File: src/rtl/mem_to_uart_tx.sv
// mem_to_uart_tx: reads the finished result matrix entry by entry and
// streams each entry MSB byte first on a UART 8N1 line paced by baud_tick.
//
// Ports:
//   clk            system clock, all logic on posedge
//   rst            synchronous active-high reset
//   start          level request to send the whole matrix (seen in IDLE)
//   baud_tick      one-clk pulse per bit period
//   read_R         result-memory read enable (high only in FETCH)
//   read_address_R result-memory read address (holds last value)
//   data_R         result-memory read data, valid the clk after read_R
//   tx_data        serial line, idle high
//   busy           high in FETCH, LATCH, LOAD and SEND
//   sent_completed high while in DONE
module mem_to_uart_tx #(
  parameter int row          = 2,
  parameter int column       = 2,
  parameter int total_values = row * column,
  parameter int RESULT_W     = 16
) (
  input  logic                clk,
  input  logic                rst,
  input  logic                start,
  input  logic                baud_tick,
  output logic                read_R,
  output logic [31:0]         read_address_R,
  input  logic [RESULT_W-1:0] data_R,
  output logic                tx_data,
  output logic                busy,
  output logic                sent_completed
);

  localparam int NBYTES = (RESULT_W + 7) / 8;
  localparam int WW     = NBYTES * 8;

  localparam logic [31:0] LAST_IDX  = 32'(total_values - 1);
  localparam logic [1:0]  LAST_BYTE = 2'(NBYTES - 1);

  typedef enum logic [2:0] {
    IDLE,
    FETCH,
    LATCH,
    LOAD,
    SEND,
    DONE
  } state_e;

  state_e        state_q;
  logic [31:0]   idx_q;
  logic [1:0]    byte_q;
  logic [WW-1:0] word_q;
  logic [7:0]    sh_q;
  logic [3:0]    bit_q;
  logic          read_q;
  logic          tx_q;
  logic          busy_q;
  logic          done_q;

  // Next-state helpers for the end-of-frame decision.
  logic [WW-1:0] word_d;
  logic [31:0]   idx_d;
  logic [1:0]    byte_d;
  logic          more_bytes_d;
  logic          more_vals_d;

  always_comb begin
    word_d       = word_q << 8;
    idx_d        = idx_q + 32'd1;
    byte_d       = byte_q - 2'd1;
    more_bytes_d = (byte_q != 2'd0);
    more_vals_d  = (idx_q != LAST_IDX);
  end

  always_ff @(posedge clk) begin
    if (rst) begin
      state_q <= IDLE;
      idx_q   <= '0;
      byte_q  <= '0;
      word_q  <= '0;
      sh_q    <= '0;
      bit_q   <= '0;
      read_q  <= 1'b0;
      tx_q    <= 1'b1;
      busy_q  <= 1'b0;
      done_q  <= 1'b0;
    end else begin
      unique case (state_q)
        IDLE: begin
          if (start) begin
            state_q <= FETCH;
            idx_q   <= '0;
            read_q  <= 1'b1;
            busy_q  <= 1'b1;
          end
        end

        FETCH: begin
          read_q  <= 1'b0;
          state_q <= LATCH;
        end

        LATCH: begin
          // Zero-extend so the top byte is padded when RESULT_W
          // is not a whole number of bytes.
          word_q  <= WW'(data_R);
          byte_q  <= LAST_BYTE;
          state_q <= LOAD;
        end

        LOAD: begin
          if (baud_tick) begin
            sh_q    <= word_q[WW-1 -: 8];
            tx_q    <= 1'b0;
            bit_q   <= '0;
            state_q <= SEND;
          end
        end

        SEND: begin
          if (baud_tick) begin
            if (bit_q < 4'd8) begin
              tx_q  <= sh_q[0];
              sh_q  <= sh_q >> 1;
              bit_q <= bit_q + 4'd1;
            end else if (bit_q == 4'd8) begin
              tx_q  <= 1'b1;
              bit_q <= 4'd9;
            end else begin
              // Stop bit period is over; line stays high.
              if (more_bytes_d) begin
                byte_q  <= byte_d;
                word_q  <= word_d;
                state_q <= LOAD;
              end else if (more_vals_d) begin
                idx_q   <= idx_d;
                read_q  <= 1'b1;
                state_q <= FETCH;
              end else begin
                busy_q  <= 1'b0;
                done_q  <= 1'b1;
                state_q <= DONE;
              end
            end
          end
        end

        DONE: begin
          if (!start) begin
            done_q  <= 1'b0;
            state_q <= IDLE;
          end
        end

        default: begin
          state_q <= IDLE;
          read_q  <= 1'b0;
          tx_q    <= 1'b1;
          busy_q  <= 1'b0;
          done_q  <= 1'b0;
        end
      endcase
    end
  end

  assign read_R         = read_q;
  assign read_address_R = idx_q;
  assign tx_data        = tx_q;
  assign busy           = busy_q;
  assign sent_completed = done_q;

endmodule

File: config.mk
export PLATFORM = sky130hd
export DESIGN_NAME = mem_to_uart_tx
export DESIGN_NICKNAME = d
export VERILOG_FILES = /design/src/rtl/mem_to_uart_tx.sv
export SDC_FILE = /design/constraint.sdc
export NUM_CORES = 1
export LEC_CHECK = 0
export CORE_UTILIZATION = 45
export DETAILED_ROUTE_END_ITERATION = 10
export PLACE_DENSITY_LB_ADDON = 0.2
export SYNTH_ARGS = -nofsm -noshare
export SYNTH_HDL_FRONTEND = slang
export SYNTH_SLANG_ARGS = --single-unit
File: constraint.sdc
create_clock -name clk -period 2.7 [get_ports clk]
set_input_delay 0.405 -clock clk [delete_from_list [all_inputs] [get_ports clk]]
set_output_delay 0.405 -clock clk [all_outputs]
set_load 0.005 [all_outputs]
; Yosys cells after proc, flatten, opt, wreduce, memory -nomap -nowiden
; Cells that the tools add are included.
[op_classes]
add_sub_neg = 3
order_cmp = 1
n_eq_ne = 19
muxes = 60
bitwise_logic = 4
reduce_logical = 18
[ops]
columns = cell, n
row1 = $mux W32, 6
row2 = $mux W16, 4
row3 = $pmux W32 S2, 1
row4 = $add A32 B1 Y32 const B, 1
row5 = $ne A32 B2 Y1 const B, 1
row6 = $pmux W16 S2, 1
row7 = $reduce_and A7 Y1, 4
row8 = $mux W3, 8
row9 = $mux W8, 3
row10 = $ne A2 B2 Y1 const B, 11
row11 = $mux W1, 21
row12 = $pmux W3 S6, 1
row13 = $mux W4, 4
row14 = $pmux W8 S2, 1
row15 = $pmux W1 S3, 4
row16 = $reduce_and A4 Y1, 3
row17 = $reduce_or A4 Y1, 3
row18 = $mux W2, 4
row19 = $pmux W4 S2, 1
row20 = $reduce_bool A2 Y1, 4
row21 = $eq A3 B2 Y1 const B, 2
row22 = $eq A3 B3 Y1 const B, 2
row23 = $reduce_and A6 Y1, 1
row24 = $reduce_and A5 Y1, 1
row25 = 10 further kinds, 13
[word_totals]
regBits = 69
in_bits = 20
word_cells = 115

; Longest topological paths before layout
; Gate-level depths: netlist (run 1).
[logic_depth]
depth_word = 7
mapped_depth = 10

; Worst setup path after synthesis (run 1)
; Ideal clock, no wire load.
[synth_timing]
kind = flip-flop to flip-flop
startpoint = register idx_q[0] (netlist: read_address_R[0])
endpoint = register idx_q[24] (netlist: read_address_R[24])
arrival_ns = 2.034
t_required_ns = 2.643
slack_ns = 0.609
stages_incl_launch_ff = 8
n_path_buf = 1
cell_sequence = dfxtp_1 -> ha_1 -> nand4_1 -> or4_1 -> clkbuf_2 -> or4_1 -> a211oi_1 -> a21o_1
[synth_between]
elab_chain_len = 7
word_cells_on_any_way = 10
classes_between = add/sub (1) / eq/ne (2) / mux (6) / reduce/logical (1)
[synth_rtl]
columns = item, line_no
row1 = "start, declared", 49  ; logic [31:0] idx_q;
row2 = "start signal, assigned", 135  ; idx_q <= idx_d;
row3 = $add A32 B1 Y32, 68  ; idx_d = idx_q + 32'd1;
row4 = $mux W32, 134  ; end else if (more_vals_d) begin
row5 = $mux W32, 130  ; if (more_bytes_d) begin
row6 = $mux W32, 125  ; end else if (bit_q == 4'd8) begin
row7 = $mux W32, 121  ; if (bit_q < 4'd8) begin
row8 = $mux W32, 120  ; if (baud_tick) begin
row9 = $pmux W32 S2, 87  ; unique case (state_q)
; Parallel ways exist; a longest one is shown, timed or not. The select of a mux whose other input is x is not followed.
; A chain may end at the register's enable or synchronous reset.

; Worst setup path after layout (run 1)
[layout_timing]
startpoint = register idx_q[7] (netlist: read_address_R[7])
endpoint = register idx_q[24] (netlist: read_address_R[24])
; Same word-level chain as after synthesis.

==> flow_metrics.tcl, run 1 <==
set metrics [dict create \
    status "finished clean" \
    grt_max_degree 32 \
    fin_area_um2 4610 \
    postCtsHoldBufs 0 \
    antenna_found_initial 0 \
    grt_pass1_wl_mm 17.0 \
    grt_overflow 0 \
    met2_length_mm 4.50 \
    wl_mm 10.3 \
    coreArea_um2 7890 \
    fin_skew_ns 0.0109 \
    final_antenna_net_count 0 \
    dieArea_um2 8670 \
    die_w_um 93.1 \
    cpLargestDelayFamily "simple AND/OR/NAND/NOR gates" \
    die_y_um 93.1 \
    path_clk_slew_ns 0.08 \
    vias 3841 \
    h-tree-depth 3 \
    crit_chain "nand4_2 -> or4_1 -> or4_1 -> a211oi_1 -> a21o_1" \
    start_util_pct 47.4 \
    power_density_nw_per_um2 531 \
    post_cts_buffers 0 \
    crit_start "read_address_R[7]$_SDFFE_PP0P_" \
    p_leak_nw 1.56 \
    synth_top_family_by_area "simple AND/OR/NAND/NOR gates" \
    grt_pass1_vias 3372 \
    first_pass_iters 5 \
    synth_compound_area_share_pct 27.1 \
    routedWlPerCell_um 16.6 \
    rr_worst_depth 5 \
    drt-initial-drc-count 395 \
    clkLatencyLatePin_ns 0.35 \
    async_flop_share_pct 0 \
    wl_met1_mm 4.82 \
    cts_sinks 69 \
    rsz0062_at_grt "no" \
    fin_ws_ns 0.263 \
    drc 0 \
    grtUsageTotal_pct 24.9 \
    r2r-start "read_address_R[7]$_SDFFE_PP0P_" \
    syn_inst 455 \
    diodes 0 \
    via_per_inst 6.22 \
    synth_mux_area_share_pct 0.536 \
    worst_path_most_repeated_cell "or4_1" \
    max_freq_mhz 410 \
    fin_util_pct 58.4 \
    hold_class "reg -> reg" \
    synth_cell_type_count 71 \
    place_area_um2 4400 \
    fin_setup_tns_ns 0 \
    routed.top_layer "met4" \
    dp.final_hpwl_mm 7.38 \
    gp_congestion 0.910 \
    final_cell_mix "dfxtp_1, clkdlybuf4s50_1, nand2_1, nor2_1, buf_4" \
    met3WireLength_um 813 \
    layout-drive-gt1-share_pct 10.7 \
    crit_path_end_kind "register" \
    worst-slew-pin-transition_ns 0.923 \
    fin_nets 535 \
    crit_cells 5 \
    hold_violations 0 \
    syn_area_um2 3740 \
    clock_tree.buffer_depth 2 \
    synth_seq_area_share_pct 37.0 \
    finalSetupViolations 0 \
    synth_area_per_cell_um2 8.21 \
    port_buffers 55 \
    arrival_ns 2.74 \
    synth_fa_ha_area_share_pct 1.34 \
    ctsRootBufferMaster "clkbuf_8" \
    crit_path_start_kind "register" \
    yosys.area_share.simple_pct 27.5 \
    required_ns 3.00 \
    ys_ff_latch 69 \
    final_common_cell "dfxtp_1" \
    dpl_worst_slack_ns 0.248 \
    drv_slew 0 \
    period_minus_slack_ns 2.44 \
    min_from "sent_completed$_SDFFE_PP0P_" \
    synth-edff-count 0 \
    nFillCells 725 \
    io_pins 56 \
    critical_path_buf_inv_count 0 \
    whs_path_depth 2 \
    cap_violations 0 \
    ir_worst_vdd_v 0.000308 \
    worst-path-max-fanout 11 \
    crit_type "reg -> reg" \
    yosys_warnings 0 \
    cts_buffers 9 \
    rows 32 \
    synth_xor_area_share_pct 0.234 \
    cts_tree "yes" \
    slowest_stage "or4_1" \
    slew_headroom_pct 38.1 \
    synth_fp_nets 479 \
    synth_ff_type "dfxtp_1" \
    critPathMaxStageDelay_ns 0.71 \
    fin_crit_sh_pct 90.3 \
    area_growth_pct 23.4 \
    ctsResizeCount 0 \
]
flip-flops by register name, summed over array words and instances, names as in the netlist:
register and cells:
sh_q 8, read_R 1, word_q 16, byte_q 2
bit_q 4, read_address_R 32, sent_completed 1, busy 1
tx_data 1, state_q 3
Yosys cell counts, types with 3 or more instances:
cell | number | share of area [%]
clkbuf_2 | 3 | 0.40
o31ai_1 | 13 | 2.6
nand2b_1 | 4 | 0.67
nand2_1 | 50 | 5.0
buf_6 | 3 | 0.90
a311oi_1 | 19 | 4.5
o211ai_1 | 5 | 1.0
clkbuf_1 | 19 | 1.9
nand3_1 | 18 | 2.4
nor4_1 | 11 | 1.8
a21oi_1 | 17 | 2.3
dfxtp_1 | 69 | 37
o21ai_0 | 21 | 2.8
o41ai_1 | 5 | 1.2
ha_1 | 4 | 1.3
a22o_1 | 8 | 1.9
o311ai_0 | 6 | 1.4
a21o_1 | 5 | 1.0
a41oi_1 | 4 | 0.94
a211o_1 | 3 | 0.70
inv_1 | 14 | 1.4
a211oi_1 | 6 | 1.2
o21a_1 | 5 | 1.0
and4_1 | 3 | 0.70
nor2b_1 | 3 | 0.50
clkbuf_8 | 3 | 1.1
a31oi_1 | 7 | 1.2
or4_1 | 4 | 0.80
nor2_1 | 38 | 3.8
nor3_1 | 12 | 1.6
and2_1 | 5 | 0.84
and3_1 | 4 | 0.67
nand4_1 | 17 | 2.8
area by class of cell:
| cell class | instances | area [um^2] | share of cell area, % |
|---|---|---|---|
| clock inverters | 6 | 70.1 | 1.52 |
| repair buffers | 77 | 716 | 15.5 |
| clock buffers | 10 | 138 | 2.99 |
| multi-input cells | 340 | 2120 | 46.1 |
| flip-flops and latches | 69 | 1380 | 30.0 |
| well taps | 102 | 128 | 2.77 |
| inverters | 14 | 52.6 | 1.14 |
stage by stage:
stage | hold slack, ns | instances | total power [mW]
5_1_grt | 0.478 | 618 | 2.57
4_1_cts | 0.460 | 618 | 2.46
3_5_place_dp | 0.445 | 602 | 1.59
2_1_floorplan | 0.439 | 455 | 1.44
3_3_place_gp | 0.439 | 602 | 1.59
6_report | 0.452 | 618 | 2.45
path summary, 6_finish.rpt:
kind / to / slack [ns]
setup / recovery: read_address_R[24]$_SDFFE_PP0P_ / 0.26
hold / removal: sent_completed$_SDFFE_PP0P_ / 0.45
setup reg to reg: read_address_R[24]$_SDFFE_PP0P_ / 0.26
hold reg to reg: sent_completed$_SDFFE_PP0P_ / 0.45
tightest hold or removal path, stage by stage (launching register included):
cell and delay [ns]:
dfxtp_1 0.31, inv_1 0.05, a21oi_1 0.05
per-layer routing:
layer  up-vias  global-route usage (%)
met5         -                       0
met4         0                    7.05
met3        12                    5.85
met2       165                    36.9
met1      1795                    35.8
li1       1869                       -
cell families (layout without fill, tap and decap cells):
group                    Yosys count  count (layout)
buffers and inverters             46             107
AND/OR/NAND/NOR                  194             194
flip-flops                        69              69
adder cells (fa/ha/maj)            4               4
XOR/XNOR                           1               1
multiplexers                       2               2
AO/OA/AOI/OAI                    139             139
where the power goes:
group / switching (mW) / internal (mW) / leakage, nW / total [mW]
Sequential: 0.0392 / 1.08 / 0.559 / 1.12
Clock: 0.416 / 0.460 / 0.107 / 0.875
Combinational: 0.259 / 0.193 / 0.899 / 0.452
Total: 0.714 / 1.73 / 1.56 / 2.45
No activity file was read; power rests on OpenSTA's default activity.
==> inputs of run 2 (changes only) <==
--- a/config.mk
+++ b/config.mk
@@ -5,7 +5,7 @@
 export SDC_FILE = /design/constraint.sdc
 export NUM_CORES = 1
 export LEC_CHECK = 0
-export CORE_UTILIZATION = 45
+export CORE_UTILIZATION = 40
 export DETAILED_ROUTE_END_ITERATION = 10
 export PLACE_DENSITY_LB_ADDON = 0.2
 export SYNTH_ARGS = -nofsm -noshare
==> flow_metrics.tcl, run 2 (synthesis results as in run 1) <==
set metrics [dict create \
    first_pass_iters 5 \
    dp.final_hpwl_mm 7.61 \
    vias 3834 \
    cap_violations 0 \
    worst-path-max-fanout 11 \
    clock_tree.buffer_depth 2 \
    fin_ws_ns 0.330 \
    required_ns 3.01 \
    port_buffers 55 \
    largest_reg_flops 32 \
    met2_length_mm 4.65 \
    crit_path_start_kind "register" \
    routedWlPerCell_um 17.0 \
    grt_pass1_wl_mm 17.0 \
    area_growth_pct 23.7 \
    grt_overflow 0 \
    grtUsageTotal_pct 22.0 \
    cts_buffers 9 \
    die_w_um 98.6 \
    postCtsHoldBufs 0 \
    p_sw_share_pct 30.0 \
    dpl_worst_slack_ns 0.340 \
    reg2reg_slack_ns 0.33 \
    hold_violations 0 \
    p_int_mw 1.70 \
    crit_path_end_kind "register" \
    drt-initial-drc-count 260 \
    layout-drive-gt1-share_pct 11.0 \
    antenna_found_initial 0 \
    post_cts_buffers 0 \
    grt_pass1_vias 3489 \
    grt_max_degree 26 \
    power_density_nw_per_um2 526 \
    final_cell_mix "dfxtp_1, clkdlybuf4s50_1, nand2_1, nor2_1, buf_4" \
    final_cells 626 \
    hold_class "reg -> reg" \
    rows 34 \
    fin_nets 537 \
    drc 0 \
    dieArea_um2 9730 \
    diodes 0 \
    p_sw_uw 730 \
    nFillCells 866 \
    via_per_inst 6.12 \
    wl_mm 10.6 \
    clkLatencyLatePin_ns 0.36 \
    gp_congestion 0.921 \
    start_util_pct 42.0 \
    p_leak_nw 1.57 \
    cts_tree "yes" \
    hold_slack_ns 0.452 \
    final_antenna_net_count 0 \
    fin_skew_ns 0.0129 \
    period_minus_slack_ns 2.37 \
    coreArea_um2 8890 \
    wl_met1_mm 5.04 \
    met3WireLength_um 754 \
    rsz0062_at_grt "no" \
    placed_cells 610 \
    path_clk_slew_ns 0.09 \
    status "finished clean" \
    final_common_cell "dfxtp_1" \
    ctsRootBufferMaster "clkbuf_8" \
    p_comb_share_pct 19.0 \
    h-tree-depth 3 \
    ctsResizeCount 0 \
    seq_power_share_pct 45.7 \
    io_pins 56 \
    max_freq_mhz 422 \
    routed.top_layer "met4" \
    worst-slew-pin-transition_ns 0.568 \
    slew_headroom_pct 62.1 \
    arrival_ns 2.68 \
    cts_sinks 69 \
    finalSetupViolations 0 \
    clock_power_share_pct 35.3 \
    fin_setup_tns_ns 0 \
    fin_crit_sh_pct 87.8 \
    ir_worst_vdd_v 0.000220 \
    die_y_um 98.6 \
    crit_type "reg -> reg" \
    drv_slew 0 \
    fin_util_pct 52.0 \
]
[run 2: changes by cell type in the layout (fill, tap and decap cells not counted), sizes merged]
cell / delta
clkinvlp: +1
clkbuf: -1
buf: +2
[run 2: layout make-up]
class / instances / area [um^2] / share of cell area (%)
Clock inverter: 7 / 73.8 / 1.60
Clock buffer: 9 / 124 / 2.68
Inverter: 14 / 52.6 / 1.14
Sequential cell: 69 / 1380 / 29.9
Multi-Input combinational cell: 340 / 2120 / 46.0
Tap cell: 108 / 135 / 2.92
Timing Repair Buffer: 79 / 731 / 15.8
[run 2: path summary, 6_finish.rpt]
| path | startpoint | to | depth (start not counted) |
|---|---|---|---|
| setup reg to reg | read_address_R[4]$_SDFFE_PP0P_ | read_address_R[24]$_SDFFE_PP0P_ | 5 |
| hold reg to reg | sent_completed$_SDFFE_PP0P_ | sent_completed$_SDFFE_PP0P_ | 2 |
| hold / removal | sent_completed$_SDFFE_PP0P_ | sent_completed$_SDFFE_PP0P_ | 2 |
| setup / recovery | read_address_R[4]$_SDFFE_PP0P_ | read_address_R[24]$_SDFFE_PP0P_ | 5 |
[run 2: metal layers]
metal	global-route usage (%)	vias to the layer above
met1	31.0	1811
li1	-	1860
met4	8.84	0
met3	4.89	18
met5	0	-
met2	32.5	145
[run 2: critical path, stage by stage, from the launching register on]
cell and delay, ns:
dfxtp_1 0.48, nand4_2 0.27, or4_1 0.70, or4_1 0.51
a211oi_1 0.26, a21o_1 0.11
[run 2: power groups by stage]
stage	combinational (mW)	clock, mW	sequential, mW
CTS	0.458	0.869	1.11
detailed placement	0.456	0	1.14
finish	0.461	0.858	1.11
floorplan	0.310	0	1.13
global route	0.508	0.917	1.12
global placement	0.453	0	1.14
[run 2: per-stage QoR]
step | area (um^2) | power, mW
after global routing | 4620 | 2.55
after detailed placement | 4420 | 1.59
after CTS | 4620 | 2.44
after floorplan | 3740 | 1.44
final | 4620 | 2.43
after global placement | 4420 | 1.59
==> inputs of run 3 (changes only) <==
--- a/config.mk
+++ b/config.mk
@@ -5,7 +5,9 @@
 export SDC_FILE = /design/constraint.sdc
 export NUM_CORES = 1
 export LEC_CHECK = 0
+export CORE_ASPECT_RATIO = 1.5
 export CORE_UTILIZATION = 40
+export CTS_BUF_LIST = sky130_fd_sc_hd__clkbuf_8 sky130_fd_sc_hd__clkbuf_16
 export DETAILED_ROUTE_END_ITERATION = 10
 export PLACE_DENSITY_LB_ADDON = 0.2
 export SYNTH_ARGS = -nofsm -noshare
==> flow_metrics.tcl, run 3 (synthesis results as in run 1) <==
set metrics [dict create \
    rsz0062_at_grt "no" \
    period_minus_slack_ns 2.38 \
    diodes 0 \
    cts_buffers 9 \
    cts_sinks 69 \
    layout-drive-gt1-share_pct 11.3 \
    fin_skew_ns 0.0104 \
    ctsResizeCount 0 \
    drv_slew 0 \
    finalSetupViolations 0 \
    grtUsageTotal_pct 23.7 \
    slowest_stage "or4_1" \
    largest_reg_flops 32 \
    port_buffers 55 \
    arrival_ns 2.67 \
    via_per_inst 6.06 \
    required_ns 2.99 \
    hold_violations 0 \
    die_w_um 80.9 \
    placed_cells 614 \
    worst-path-max-fanout 11 \
    ctsRootBufferMaster "clkbuf_16" \
    antenna_found_initial 0 \
    grt_pass1_wl_mm 17.7 \
    gp_congestion 0.899 \
    first_pass_iters 5 \
    ir_worst_vdd_v 0.000356 \
    path_clk_slew_ns 0.06 \
    dp.final_hpwl_mm 7.95 \
    coreArea_um2 8930 \
    drt-initial-drc-count 283 \
    crit_chain "nand4_2 -> or4_1 -> or4_1 -> a211oi_1 -> a21o_1" \
    start_util_pct 41.8 \
    worst_path_most_repeated_cell "or4_1" \
    final_antenna_net_count 0 \
    io_pins 56 \
    fin_setup_tns_ns 0 \
    nFillCells 851 \
    cts_tree "yes" \
    die_y_um 120 \
    rows 42 \
    p_leak_nw 1.62 \
    area_growth_pct 26.8 \
    cap_violations 0 \
    status "finished clean" \
    hold_class "reg -> reg" \
    routedWlPerCell_um 17.0 \
    drc 0 \
    post_cts_buffers 0 \
    crit_path_start_kind "register" \
    final_common_cell "dfxtp_1" \
    vias 3818 \
    grt_pass1_vias 3723 \
    final_cell_mix "dfxtp_1, clkdlybuf4s50_1, nand2_1, nor2_1, buf_4" \
    dieArea_um2 9740 \
    crit_path_end_kind "register" \
    critPathMaxStageDelay_ns 0.70 \
    power_density_nw_per_um2 577 \
    fin_crit_sh_pct 88.0 \
    wl_mm 10.7 \
    grt_max_degree 30 \
    clock_tree.buffer_depth 2 \
    postCtsHoldBufs 0 \
    slew_headroom_pct 48.1 \
    worst-slew-pin-transition_ns 0.771 \
    crit_type "reg -> reg" \
    final_cells 630 \
    h-tree-depth 3 \
    clkLatencyLatePin_ns 0.34 \
    max_freq_mhz 421 \
    grt_overflow 0 \
    fin_nets 539 \
    p_total_mw 2.73 \
]
run 3: cell types whose count changed in the layout (fill, tap and decap cells not counted), sizes merged:
cell / change
inv: -1
clkbuf: +3
clkinv: -1
bufinv: -1
buf: +2
run 3: critical path: cells and delay by family (launching register included):
| kind | cells | cell delay (ns) |
|---|---|---|
| AND/OR/NAND/NOR | 3 | 1.49 |
| flip-flops | 1 | 0.48 |
| AO/OA/AOI/OAI | 2 | 0.34 |
run 3: worst paths after layout:
| check | startpoint | end | slack, ns | cells after the start |
|---|---|---|---|---|
| max reg2reg | read_address_R[4]$_SDFFE_PP0P_ | read_address_R[24]$_SDFFE_PP0P_ | 0.32 | 5 |
| min reg2reg | sent_completed$_SDFFE_PP0P_ | sent_completed$_SDFFE_PP0P_ | 0.45 | 2 |
| min | sent_completed$_SDFFE_PP0P_ | sent_completed$_SDFFE_PP0P_ | 0.45 | 2 |
| max | read_address_R[4]$_SDFFE_PP0P_ | read_address_R[24]$_SDFFE_PP0P_ | 0.32 | 5 |
run 3: area by class of cell:
class                           instances  area [um^2]  share of cell area [%]
Multi-Input combinational cell        340         2120                    44.8
Sequential cell                        69         1380                    29.2
Timing Repair Buffer                   81          746                    15.7
Clock buffer                           12          267                    5.62
Tap cell                              110          138                    2.90
Inverter                               14         52.6                    1.11
Clock inverter                          4         30.0                   0.634
run 3: per-layer routing:
layer / up-vias / part of all wire [%] / GRT usage, %
li1: 1867 / - / -
met2: 124 / 54 / 42.5
met5: - / 0 / 0
met3: 33 / 4.9 / 5.13
met1: 1794 / 38 / 24.6
met4: 0 / 3.5 / 13.6
run 3: metrics by stage:
stage / hold slack, ns / utilization, % / area (um^2) / setup WS (ns)
6_report: 0.453 / 53.0 / 4740 / 0.323
5_1_grt: 0.469 / 53.0 / 4740 / 0.218
4_1_cts: 0.459 / 53.0 / 4740 / 0.363
3_5_place_dp: 0.451 / 49.7 / 4440 / 0.384
3_3_place_gp: 0.450 / 49.7 / 4440 / 0.414
2_1_floorplan: 0.439 / - / 3740 / 0.609
run 3: power breakdown:
part | leakage [nW] | internal [mW] | total (mW) | switching (mW)
clock network | 0.145 | 0.700 | 1.16 | 0.458
logic | 0.920 | 0.194 | 0.454 | 0.261
registers | 0.559 | 1.08 | 1.12 | 0.0375
total | 1.62 | 1.98 | 2.73 | 0.757
